### src/rtl/tetris_draw_pkg.sv
// Shared types for the Tetris draw path: FSM states and the game-data
// snapshot handed from the game core to the renderer.
package tetris_draw_pkg;

    localparam int FIELD_W    = 200;
    localparam int SCORE_W    = 24;
    localparam int LINES_W    = 16;
    localparam int LEVEL_W    = 8;
    localparam int NB_DATA_W  = 16;
    localparam int NB_COLOR_W = 3;
    localparam int NB_ROT_W   = 2;

    typedef enum logic [1:0] {
        ST_ACTIVE,
        ST_BLANK,
        ST_LOCK
    } draw_state_e;

    typedef struct packed {
        logic [FIELD_W-1:0]    field;
        logic [SCORE_W-1:0]    score;
        logic [LINES_W-1:0]    lines;
        logic [LEVEL_W-1:0]    level;
        logic [NB_DATA_W-1:0]  next_block_data;
        logic [NB_COLOR_W-1:0] next_block_color;
        logic [NB_ROT_W-1:0]   next_block_rotation;
        logic                  next_block_draw_en;
        logic                  game_over_state;
    } gd_snapshot_t;

endpackage

### src/rtl/draw_frame_sync_if.sv
// Game-core to draw-path update channel: valid/ready plus the game data.
interface draw_frame_sync_if;
    import tetris_draw_pkg::*;

    logic                  upd_valid_i;
    logic                  upd_ready_o;
    logic [FIELD_W-1:0]    gd_field_i;
    logic [SCORE_W-1:0]    gd_score_i;
    logic [LINES_W-1:0]    gd_lines_i;
    logic [LEVEL_W-1:0]    gd_level_i;
    logic [NB_DATA_W-1:0]  gd_next_block_data_i;
    logic [NB_COLOR_W-1:0] gd_next_block_color_i;
    logic [NB_ROT_W-1:0]   gd_next_block_rotation_i;
    logic                  gd_next_block_draw_en_i;
    logic                  gd_game_over_state_i;

    modport master (
        output upd_valid_i, gd_field_i, gd_score_i, gd_lines_i,
        output gd_level_i, gd_next_block_data_i, gd_next_block_color_i,
        output gd_next_block_rotation_i, gd_next_block_draw_en_i,
        output gd_game_over_state_i,
        input  upd_ready_o
    );

    modport slave (
        input  upd_valid_i, gd_field_i, gd_score_i, gd_lines_i,
        input  gd_level_i, gd_next_block_data_i, gd_next_block_color_i,
        input  gd_next_block_rotation_i, gd_next_block_draw_en_i,
        input  gd_game_over_state_i,
        output upd_ready_o
    );

endinterface

### src/rtl/frame_tick_gen.sv
// Vertical-sync leading-edge detector with a free-running frame counter
// and a blink phase generator.
module frame_tick_gen #(
    parameter logic VS_POLARITY  = 1'b0,
    parameter int   BLINK_FRAMES = 30
) (
    input  logic        clk_vga,
    input  logic        rst,
    input  logic        pix_vs_i,
    output logic        vs_edge_o,
    output logic [15:0] frame_cnt_o,
    output logic        blink_o
);

    localparam logic [7:0] BLINK_LAST = 8'(BLINK_FRAMES - 1);

    logic        vs_q, vs_d;
    logic [15:0] frame_cnt_q, frame_cnt_d;
    logic [7:0]  blink_cnt_q, blink_cnt_d;
    logic        blink_q, blink_d;

    assign vs_edge_o = (pix_vs_i == VS_POLARITY) && (vs_q != VS_POLARITY);

    always_comb begin
        vs_d        = pix_vs_i;
        frame_cnt_d = frame_cnt_q;
        blink_cnt_d = blink_cnt_q;
        blink_d     = blink_q;
        if (vs_edge_o) begin
            frame_cnt_d = frame_cnt_q + 16'd1;
            if (blink_cnt_q == BLINK_LAST) begin
                blink_cnt_d = 8'd0;
                blink_d     = ~blink_q;
            end else begin
                blink_cnt_d = blink_cnt_q + 8'd1;
            end
        end
    end

    // vs delay resets to the active level so a vs held across reset is no edge
    always_ff @(posedge clk_vga) begin
        if (rst) begin
            vs_q        <= VS_POLARITY;
            frame_cnt_q <= 16'd0;
            blink_cnt_q <= 8'd0;
            blink_q     <= 1'b0;
        end else begin
            vs_q        <= vs_d;
            frame_cnt_q <= frame_cnt_d;
            blink_cnt_q <= blink_cnt_d;
            blink_q     <= blink_d;
        end
    end

    assign frame_cnt_o = frame_cnt_q;
    assign blink_o     = blink_q;

endmodule

### src/rtl/draw_frame_sync.sv
// Latches one game-data snapshot per frame during vertical blanking so the
// draw path never sees a half-updated game state.
module draw_frame_sync
    import tetris_draw_pkg::*;
#(
    parameter logic VS_POLARITY  = 1'b0,
    parameter int   BLINK_FRAMES = 30
) (
    input  logic                  clk_vga,
    input  logic                  rst,
    input  logic                  pix_vs_i,
    input  logic                  pix_de_i,
    draw_frame_sync_if.slave      upd,
    output logic [FIELD_W-1:0]    gd_field_o,
    output logic [SCORE_W-1:0]    gd_score_o,
    output logic [LINES_W-1:0]    gd_lines_o,
    output logic [LEVEL_W-1:0]    gd_level_o,
    output logic [NB_DATA_W-1:0]  gd_next_block_data_o,
    output logic [NB_COLOR_W-1:0] gd_next_block_color_o,
    output logic [NB_ROT_W-1:0]   gd_next_block_rotation_o,
    output logic                  gd_next_block_draw_en_o,
    output logic                  gd_game_over_state_o,
    output logic                  snap_valid_o,
    output logic [15:0]           frame_cnt_o,
    output logic                  blink_o,
    output logic                  game_over_blink_o,
    output logic                  late_o
);

    draw_state_e  state_q, state_d;
    gd_snapshot_t snap_q, snap_d, gd_in;
    logic         snap_valid_q, snap_valid_d;
    logic         late_q, late_d;
    logic         de_q, de_d;
    logic         vs_edge, de_rise, ready, hs;

    frame_tick_gen #(
        .VS_POLARITY (VS_POLARITY),
        .BLINK_FRAMES(BLINK_FRAMES)
    ) u_tick (
        .clk_vga    (clk_vga),
        .rst        (rst),
        .pix_vs_i   (pix_vs_i),
        .vs_edge_o  (vs_edge),
        .frame_cnt_o(frame_cnt_o),
        .blink_o    (blink_o)
    );

    assign gd_in.field               = upd.gd_field_i;
    assign gd_in.score               = upd.gd_score_i;
    assign gd_in.lines               = upd.gd_lines_i;
    assign gd_in.level               = upd.gd_level_i;
    assign gd_in.next_block_data     = upd.gd_next_block_data_i;
    assign gd_in.next_block_color    = upd.gd_next_block_color_i;
    assign gd_in.next_block_rotation = upd.gd_next_block_rotation_i;
    assign gd_in.next_block_draw_en  = upd.gd_next_block_draw_en_i;
    assign gd_in.game_over_state     = upd.gd_game_over_state_i;

    // de dominates: a window closing this cycle can no longer accept data
    assign ready   = !rst && (state_q == ST_BLANK) && !pix_de_i;
    assign hs      = upd.upd_valid_i && ready;
    assign de_rise = pix_de_i && !de_q;

    assign upd.upd_ready_o = ready;

    always_comb begin
        state_d      = state_q;
        snap_d       = snap_q;
        snap_valid_d = snap_valid_q;
        late_d       = 1'b0;
        de_d         = pix_de_i;
        if (hs) begin
            snap_d       = gd_in;
            snap_valid_d = 1'b1;
        end
        unique case (state_q)
            ST_ACTIVE: begin
                if (vs_edge) state_d = ST_BLANK;
            end
            ST_BLANK: begin
                if (de_rise) begin
                    state_d = ST_ACTIVE;
                    late_d  = upd.upd_valid_i;
                end else if (hs) begin
                    state_d = ST_LOCK;
                end
            end
            ST_LOCK: begin
                if (de_rise) state_d = ST_ACTIVE;
            end
            default: state_d = ST_ACTIVE;
        endcase
    end

    always_ff @(posedge clk_vga) begin
        if (rst) begin
            state_q      <= ST_ACTIVE;
            snap_q       <= '0;
            snap_valid_q <= 1'b0;
            late_q       <= 1'b0;
            de_q         <= 1'b0;
        end else begin
            state_q      <= state_d;
            snap_q       <= snap_d;
            snap_valid_q <= snap_valid_d;
            late_q       <= late_d;
            de_q         <= de_d;
        end
    end

    assign gd_field_o               = snap_q.field;
    assign gd_score_o               = snap_q.score;
    assign gd_lines_o               = snap_q.lines;
    assign gd_level_o               = snap_q.level;
    assign gd_next_block_data_o     = snap_q.next_block_data;
    assign gd_next_block_color_o    = snap_q.next_block_color;
    assign gd_next_block_rotation_o = snap_q.next_block_rotation;
    assign gd_next_block_draw_en_o  = snap_q.next_block_draw_en;
    assign gd_game_over_state_o     = snap_q.game_over_state;
    assign snap_valid_o             = snap_valid_q;
    assign game_over_blink_o        = snap_q.game_over_state && blink_o;
    assign late_o                   = late_q;

endmodule
### src/flat_wrapper.sv
// flat-port wrapper written by rule: the top's interface ports become plain ports
module draw_frame_sync_flat import tetris_draw_pkg::*;
#(
    parameter logic VS_POLARITY  = 1'b0,
    parameter int   BLINK_FRAMES = 30
)
  (clk_vga, rst, pix_vs_i, pix_de_i, gd_field_o, gd_score_o, gd_lines_o, gd_level_o, gd_next_block_data_o, gd_next_block_color_o, gd_next_block_rotation_o, gd_next_block_draw_en_o, gd_game_over_state_o, snap_valid_o, frame_cnt_o, blink_o, game_over_blink_o, late_o, upd_upd_valid_i, upd_gd_field_i, upd_gd_score_i, upd_gd_lines_i, upd_gd_level_i, upd_gd_next_block_data_i, upd_gd_next_block_color_i, upd_gd_next_block_rotation_i, upd_gd_next_block_draw_en_i, upd_gd_game_over_state_i, upd_upd_ready_o);
  draw_frame_sync_if upd_i ();
  input  logic clk_vga;
  input  logic rst;
  input  logic pix_vs_i;
  input  logic pix_de_i;
  output logic [FIELD_W-1:0] gd_field_o;
  output logic [SCORE_W-1:0] gd_score_o;
  output logic [LINES_W-1:0] gd_lines_o;
  output logic [LEVEL_W-1:0] gd_level_o;
  output logic [NB_DATA_W-1:0] gd_next_block_data_o;
  output logic [NB_COLOR_W-1:0] gd_next_block_color_o;
  output logic [NB_ROT_W-1:0] gd_next_block_rotation_o;
  output logic gd_next_block_draw_en_o;
  output logic gd_game_over_state_o;
  output logic snap_valid_o;
  output logic [15:0] frame_cnt_o;
  output logic blink_o;
  output logic game_over_blink_o;
  output logic late_o;
  input wire logic [$bits(upd_i.upd_valid_i)-1:0] upd_upd_valid_i;
  input wire logic [$bits(upd_i.gd_field_i)-1:0] upd_gd_field_i;
  input wire logic [$bits(upd_i.gd_score_i)-1:0] upd_gd_score_i;
  input wire logic [$bits(upd_i.gd_lines_i)-1:0] upd_gd_lines_i;
  input wire logic [$bits(upd_i.gd_level_i)-1:0] upd_gd_level_i;
  input wire logic [$bits(upd_i.gd_next_block_data_i)-1:0] upd_gd_next_block_data_i;
  input wire logic [$bits(upd_i.gd_next_block_color_i)-1:0] upd_gd_next_block_color_i;
  input wire logic [$bits(upd_i.gd_next_block_rotation_i)-1:0] upd_gd_next_block_rotation_i;
  input wire logic [$bits(upd_i.gd_next_block_draw_en_i)-1:0] upd_gd_next_block_draw_en_i;
  input wire logic [$bits(upd_i.gd_game_over_state_i)-1:0] upd_gd_game_over_state_i;
  output wire logic [$bits(upd_i.upd_ready_o)-1:0] upd_upd_ready_o;
  assign upd_i.upd_valid_i = upd_upd_valid_i;
  assign upd_i.gd_field_i = upd_gd_field_i;
  assign upd_i.gd_score_i = upd_gd_score_i;
  assign upd_i.gd_lines_i = upd_gd_lines_i;
  assign upd_i.gd_level_i = upd_gd_level_i;
  assign upd_i.gd_next_block_data_i = upd_gd_next_block_data_i;
  assign upd_i.gd_next_block_color_i = upd_gd_next_block_color_i;
  assign upd_i.gd_next_block_rotation_i = upd_gd_next_block_rotation_i;
  assign upd_i.gd_next_block_draw_en_i = upd_gd_next_block_draw_en_i;
  assign upd_i.gd_game_over_state_i = upd_gd_game_over_state_i;
  assign upd_upd_ready_o = upd_i.upd_ready_o;
  draw_frame_sync #(.VS_POLARITY(VS_POLARITY), .BLINK_FRAMES(BLINK_FRAMES)) u_core (.clk_vga(clk_vga), .rst(rst), .pix_vs_i(pix_vs_i), .pix_de_i(pix_de_i), .upd(upd_i), .gd_field_o(gd_field_o), .gd_score_o(gd_score_o), .gd_lines_o(gd_lines_o), .gd_level_o(gd_level_o), .gd_next_block_data_o(gd_next_block_data_o), .gd_next_block_color_o(gd_next_block_color_o), .gd_next_block_rotation_o(gd_next_block_rotation_o), .gd_next_block_draw_en_o(gd_next_block_draw_en_o), .gd_game_over_state_o(gd_game_over_state_o), .snap_valid_o(snap_valid_o), .frame_cnt_o(frame_cnt_o), .blink_o(blink_o), .game_over_blink_o(game_over_blink_o), .late_o(late_o));
endmodule
### config.mk
export PLATFORM = sky130hd
export DESIGN_NAME = draw_frame_sync_flat
export DESIGN_NICKNAME = d
export VERILOG_FILES = /design/src/rtl/tetris_draw_pkg.sv /design/src/rtl/draw_frame_sync_if.sv /design/src/rtl/frame_tick_gen.sv /design/src/rtl/draw_frame_sync.sv /design/src/flat_wrapper.sv
export SDC_FILE = /design/constraint.sdc
export NUM_CORES = 1
export LEC_CHECK = 0
export BUFFER_PORTS_ARGS = -buffer_cell sky130_fd_sc_hd__buf_2
export CAP_MARGIN = 5
export CELL_PAD_IN_SITES_DETAIL_PLACEMENT = 0
export CELL_PAD_IN_SITES_GLOBAL_PLACEMENT = 2
export CORE_AREA = 4 4 218 220
export DETAILED_ROUTE_END_ITERATION = 7
export DIE_AREA = 0 0 222 224
export HOLD_SLACK_MARGIN = 0.1
export PLACE_DENSITY = 0.86
export SETUP_SLACK_MARGIN = 0.2
export SLEW_MARGIN = 20
export SYNTH_ARGS = -nofsm -noshare
export SYNTH_HDL_FRONTEND = slang
export SYNTH_SLANG_ARGS = --single-unit
### constraint.sdc
create_clock -name clk_vga -period 2.8 [get_ports clk_vga]
set_input_delay 0.56 -clock clk_vga [delete_from_list [all_inputs] [get_ports clk_vga]]
set_output_delay 0.56 -clock clk_vga [all_outputs]
set_load 0.03 [all_outputs]
Yosys cells after proc, flatten, opt, wreduce, memory -nomap -nowiden
Index checks and enable logic that the tools add are counted.
{"block": "word_totals", "register_bits": 302, "latchBits": 0, "ramBits": 0, "mem_bits_ro": 0, "input_bits": 276, "out_inout_bits": 292, "wordCells": 48, "n_memories": 0}
{"block": "classes", "add_sub_neg": 2, "n_mul": 0, "div": 0, "n_lt_le_gt_ge": 0, "eq_ne": 6, "shift": 0, "muxes": 6, "bitwise_logic": 4, "n_reduce_logical": 13}
{"cell": "adder 16 x 1 -> 16 bit, second input constant", "count": 1}
{"cell": "adder 8 x 1 -> 8 bit, second input constant", "count": 1}
{"cell": "== test 8 x 5 -> 1 bit, second input constant", "count": 1}
{"cell": "2-to-1 mux 2 bit", "count": 4}
{"cell": "2-to-1 mux 8 bit", "count": 1}
{"cell": "logical AND 1 bit", "count": 6}
{"cell": "one-hot mux 2 bit (3 select lines)", "count": 1}
{"cell": "inverter 1 bit", "count": 4}
{"cell": "logical NOT 1 bit", "count": 3}
{"cell": "!= test 3 x 1 -> 1 bit, second input constant", "count": 1}
{"cell": "AND reduction 3 bit", "count": 1}
{"cell": "OR reduction 3 bit", "count": 1}
{"cell": "== test 2 x 1 -> 1 bit, second input constant", "count": 1}
{"cell": "== test 2 bit, second input constant", "count": 1}
{"cell": "logical NOT 2 bit", "count": 1}
{"cell": "!= test 2 x 1 -> 1 bit, second input constant", "count": 1}
{"cell": "!= test 2 bit, second input constant", "count": 1}
{"cell": "AND reduction 2 bit", "count": 1}

Longest topological paths before layout
{"block": "logic_depth", "word_depth": 7, "ltp_mapped": 7, "depth_no_buf": 6}

Cells and area by module
From an unflattened synthesis, not the netlist that was laid out.
{"block": "hier_totals", "cells_unflattened": 1359, "area_unflattened_um2": 11768.8}
{"mod": "draw_frame_sync", "n_inst": 1, "cells_each": 1225, "area_per_inst_um2": 10572.6, "seq_area_each_um2": 5525.3}
{"mod": "frame_tick_gen", "n_inst": 1, "cells_each": 134, "area_per_inst_um2": 1196.1, "seq_area_each_um2": 520.5}

Worst setup path before layout
Ideal clock, no wire load.
{"block": "synth_timing", "path_kind": "input port to output port", "startpoint": "input port rst", "endpoint": "output port upd_upd_ready_o", "arrival_ps": 1784, "t_required_ps": 2240, "slack_ps": 456, "cell_stages": 3, "n_path_buf": 2, "path_cell_list": "clkbuf_1 clkbuf_1 nor4_1"}
{"block": "synth_via", "elab_chain_cells": 3}
{"element": "start: declaration", "line": "flat_wrapper.sv:10", "text": "input logic rst;"}
{"element": "logical NOT 1 bit", "line": "draw_frame_sync.sv:60", "text": "assign ready = !rst && (state_q == ST_BLANK) && !pix_de_i;"}
{"element": "logical AND 1 bit (2 in a row)", "line": "draw_frame_sync.sv:60"}
{"element": "end: declaration", "line": "flat_wrapper.sv:37", "text": "output wire logic [$bits(upd_i.upd_ready_o)-1:0] upd_upd_ready_o;"}
No other way between the ends.

Worst setup path after layout
{"block": "layout_timing", "startpoint": "register u_core.state_q[0]", "endpoint": "output port upd_upd_ready_o"}
{"block": "layout_via", "elab_chain_cells": 3}
{"element": "start: declaration", "line": "draw_frame_sync.sv:30", "text": "draw_state_e state_q, state_d;"}
{"element": "start signal: assignment", "line": "draw_frame_sync.sv:103", "text": "state_q <= state_d;"}
{"element": "== test 2 x 1 -> 1 bit", "line": "draw_frame_sync.sv:60"}
{"element": "logical AND 1 bit (2 in a row)", "line": "draw_frame_sync.sv:60"}
No other way between the ends.

==> impl_metrics.yaml <==
power:
  power_density_mw_per_mm2: 609
  irDropWorstVdd_mv: 0.508
  p_leak_nw: 6.69
synthesis:
  synth_edf_count: 0
  synth_most_common_cell: "nand2_1"
  synth-main-ff-cell: "dfxtp_1"
  synth_cells: 1326
  yosys_warnings: 0
  syn_nets: 1605
  synth_area_sq_mm: 0.0107
  ys_seq_area_share_pct: 56.6
  ys_top_cells_by_count: "550 x nand2_1, 302 x dfxtp_1, 275 x a21oi_1, 45 x clkbuf_1, 28 x buf_2"
  postSynthAreaPerCell_sq_um: 8.05
  synth_cell_type_count: 34
  yosysTopAreaCell: "dfxtp_1"
  synth_top_area_share_pct: 56.6
  synth_seq_cells: 302
  ys_async_sr_fraction_pct: 0
  synth.area.top_cells: "dfxtp_1 57%, nand2_1 19%, a21oi_1 13%"
min_path:
  hold_path_end: "u_core.gd_field_o[131]$_SDFFE_PP0P_"
  hp-class: "input pin to flop"
  min_from: "upd_gd_field_i[131]"
  hold_depth: 3
global_routing:
  overflow: 0
  grt_usage_pct: 14.9
  grt_pass1_wl_mm: 60.0
  grt_max_degree: 177
  grt_antenna_before_repair: 13
  grt_pass1_vias: 10300
drt:
  drtPass1Iterations: 6
  drtIter0Drc: 508
  totalWireLength_mm: 39.2
  antenna_left: 0
  via_count: 10800
  route.detailed.drc: 0
  wl_per_cell_microns: 15.7
  viasPerCell: 4.32
setup_path:
  r2r-start: "u_core.state_q[1]$_SDFFE_PP0P_"
  crit_path_max_fanout: 3
  cp_cell_sequence: "inv_1 > nor4_1 > buf_2"
  reg2reg_depth: 6
  r2r_setup_slack_ps: 970
  critPathLaunchType: "flop"
  endpoint_kind: "output pin"
  cp_slowest_cell: "dfxtp_1"
  required_ps: 2240
  crit_arrival_ps: 1660
  crit_type: "flop to output pin"
  slowest_delay_ps: 390
  r2r-end: "u_core.gd_field_o[54]$_SDFFE_PP0P_"
cts:
  cts_tree: "done"
  clockBufferDepth: 3
  clock-sinks: 302
  ctsHoldBuffers: 0
  clk_latency_ps: 530
  post_cts.repair.setup_buffers: 0
  path_clk_slew_ps: 60
  cts_buffers: 36
  ctsResizeCount: 0
  h-tree-depth: 2
  cts_root_buffer: "clkbuf_16"
sta:
  fin_tns_setup_ps: 0
  maxSlewViolCount: 0
  setup_viol: 0
  finalCritPeriodShare_pct: 79.2
  max-slew-margin-rel_pct: 26.0
  fin_skew_ps: 12.1
  fmax_ghz: 0.451
  tightest_slew_ps: 1110
  min_period_ps: 2220
  hold_viol_final: 0
  rsz0062_at_grt: "false"
floorplan:
  num_rows: 78
  initial_core_util_pct: 23.6
  die_width_microns: 222
  core_sq_mm: 0.0453
  num_io_pins: 568
  die_area_sq_mm: 0.0497
  fp.dieH_microns: 224
final_layout:
  area_delta_synth_final_pct: 42.7
  layout.nets: 2137
  finish.utilization_pct: 33.6
  drive_gt1_share_pct: 34.2
placed_design:
  numPortBuffers: 567
  hpwl_mm: 28.4
  gp_congestion: 0.858
outcome:
  outcome: "completed"
job:
  cap_violations: 0
## layout by cell type (no fill, tap or decap), types with 3 or more instances in the layout
cell and count:
nor2_1 26, clkbuf_16 37, dfxtp_1 302, and3_1 5
xnor2_1 5, inv_1 4, diode_2 8, xor2_1 12
ha_1 3, clkbuf_1 13, clkbuf_8 4, buf_2 566
nor3_1 3, and4b_1 3, nand3_1 5, nor2b_1 3
a21oi_1 275, nand2b_1 3, clkinv_2 4, nand4_1 9
buf_12 11, nand2_1 550, a31o_2 3, buf_4 11
and2_1 3
## through the flow
stage	instances	cell area, sq um	setup slack, ps	hold slack (ps)	power, W
floorplan	1326	10700	456	446	0.00460
global placement	2420	14100	685	439	0.00487
detailed placement	2420	14100	672	443	0.00487
CTS	2481	15200	566	218	0.00947
global route	2488	15200	434	227	0.00968
finish	2489	15200	583	263	0.00928
## sequential cells by signal, summed over array words and instances, names as in the netlist, 3 cells and up
register                      flops
u_core.gd_field_o               200
u_core.gd_level_o                 8
u_core.gd_lines_o                16
u_core.gd_next_block_color_o      3
u_core.gd_next_block_data_o      16
u_core.gd_score_o                24
u_core.u_tick.blink_cnt_q         8
u_core.u_tick.frame_cnt_o        16
## routing by layer
layer / vias up / track usage (%) / wire (microns)
met2: 423 / 24.2 / 18400
met5: - / 0 / 56
met4: 8 / 5.56 / 1130
li1: 5355 / - / -
met1: 4890 / 17.9 / 16000
met3: 80 / 5.90 / 3540
## layout make-up
type	instances	area, sq um
Sequential cell	302	6050
Clock buffer	54	1030
Multi-Input combinational cell	925	4130
Clock inverter	7	88.8
Fill cell	4919	30100
Inverter	4	15.0
Tap cell	600	751
Timing Repair Buffer	589	3150
Antenna cell	8	20.0
## worst max path at each step
| stage | from | endpoint | slack (ps) | cells after the start |
|---|---|---|---|---|
| final | u_core.state_q[0]$_SDFFE_PP0P_ | upd_upd_ready_o | 580 | 3 |
| after floorplan | rst | upd_upd_ready_o | 460 | 3 |
| after detailed placement | rst | u_core.u_tick.frame_cnt_o[12]$_SDFFE_PP0P_ | 670 | 5 |
| after global placement | rst | u_core.u_tick.frame_cnt_o[12]$_SDFFE_PP0P_ | 680 | 5 |
| after global routing | u_core.state_q[0]$_SDFFE_PP0P_ | upd_upd_ready_o | 430 | 3 |
| after CTS | u_core.state_q[0]$_SDFFE_PP0P_ | upd_upd_ready_o | 570 | 3 |
## critical path: cells and delay by family, from the launching register on
family | cells | cell delay, ps
DFF | 1 | 390
buffers and inverters | 2 | 380
and+or+nand+nor | 1 | 360
## power breakdown
group          leakage, nW  total (W)  switching, W  internal [W]
Combinational         3.71   0.000430      0.000242      0.000188
Sequential            2.43    0.00434     0.0000160       0.00433
Clock                0.548    0.00451       0.00179       0.00271
## logic make-up after synthesis
| group | Yosys count | synth area share [%] |
|---|---|---|
| xor gates and xnor gates | 17 | 1.40 |
| DFF | 302 | 56.6 |
| and+or+nand+nor | 619 | 23.1 |
| buffers and inverters | 99 | 4.76 |
| muxes | 2 | 0.188 |
| AOI/OAI and AO/OA | 284 | 13.6 |
| adders and majority gates | 3 | 0.352 |
Note: power is estimated with default switching activity, not from simulation.
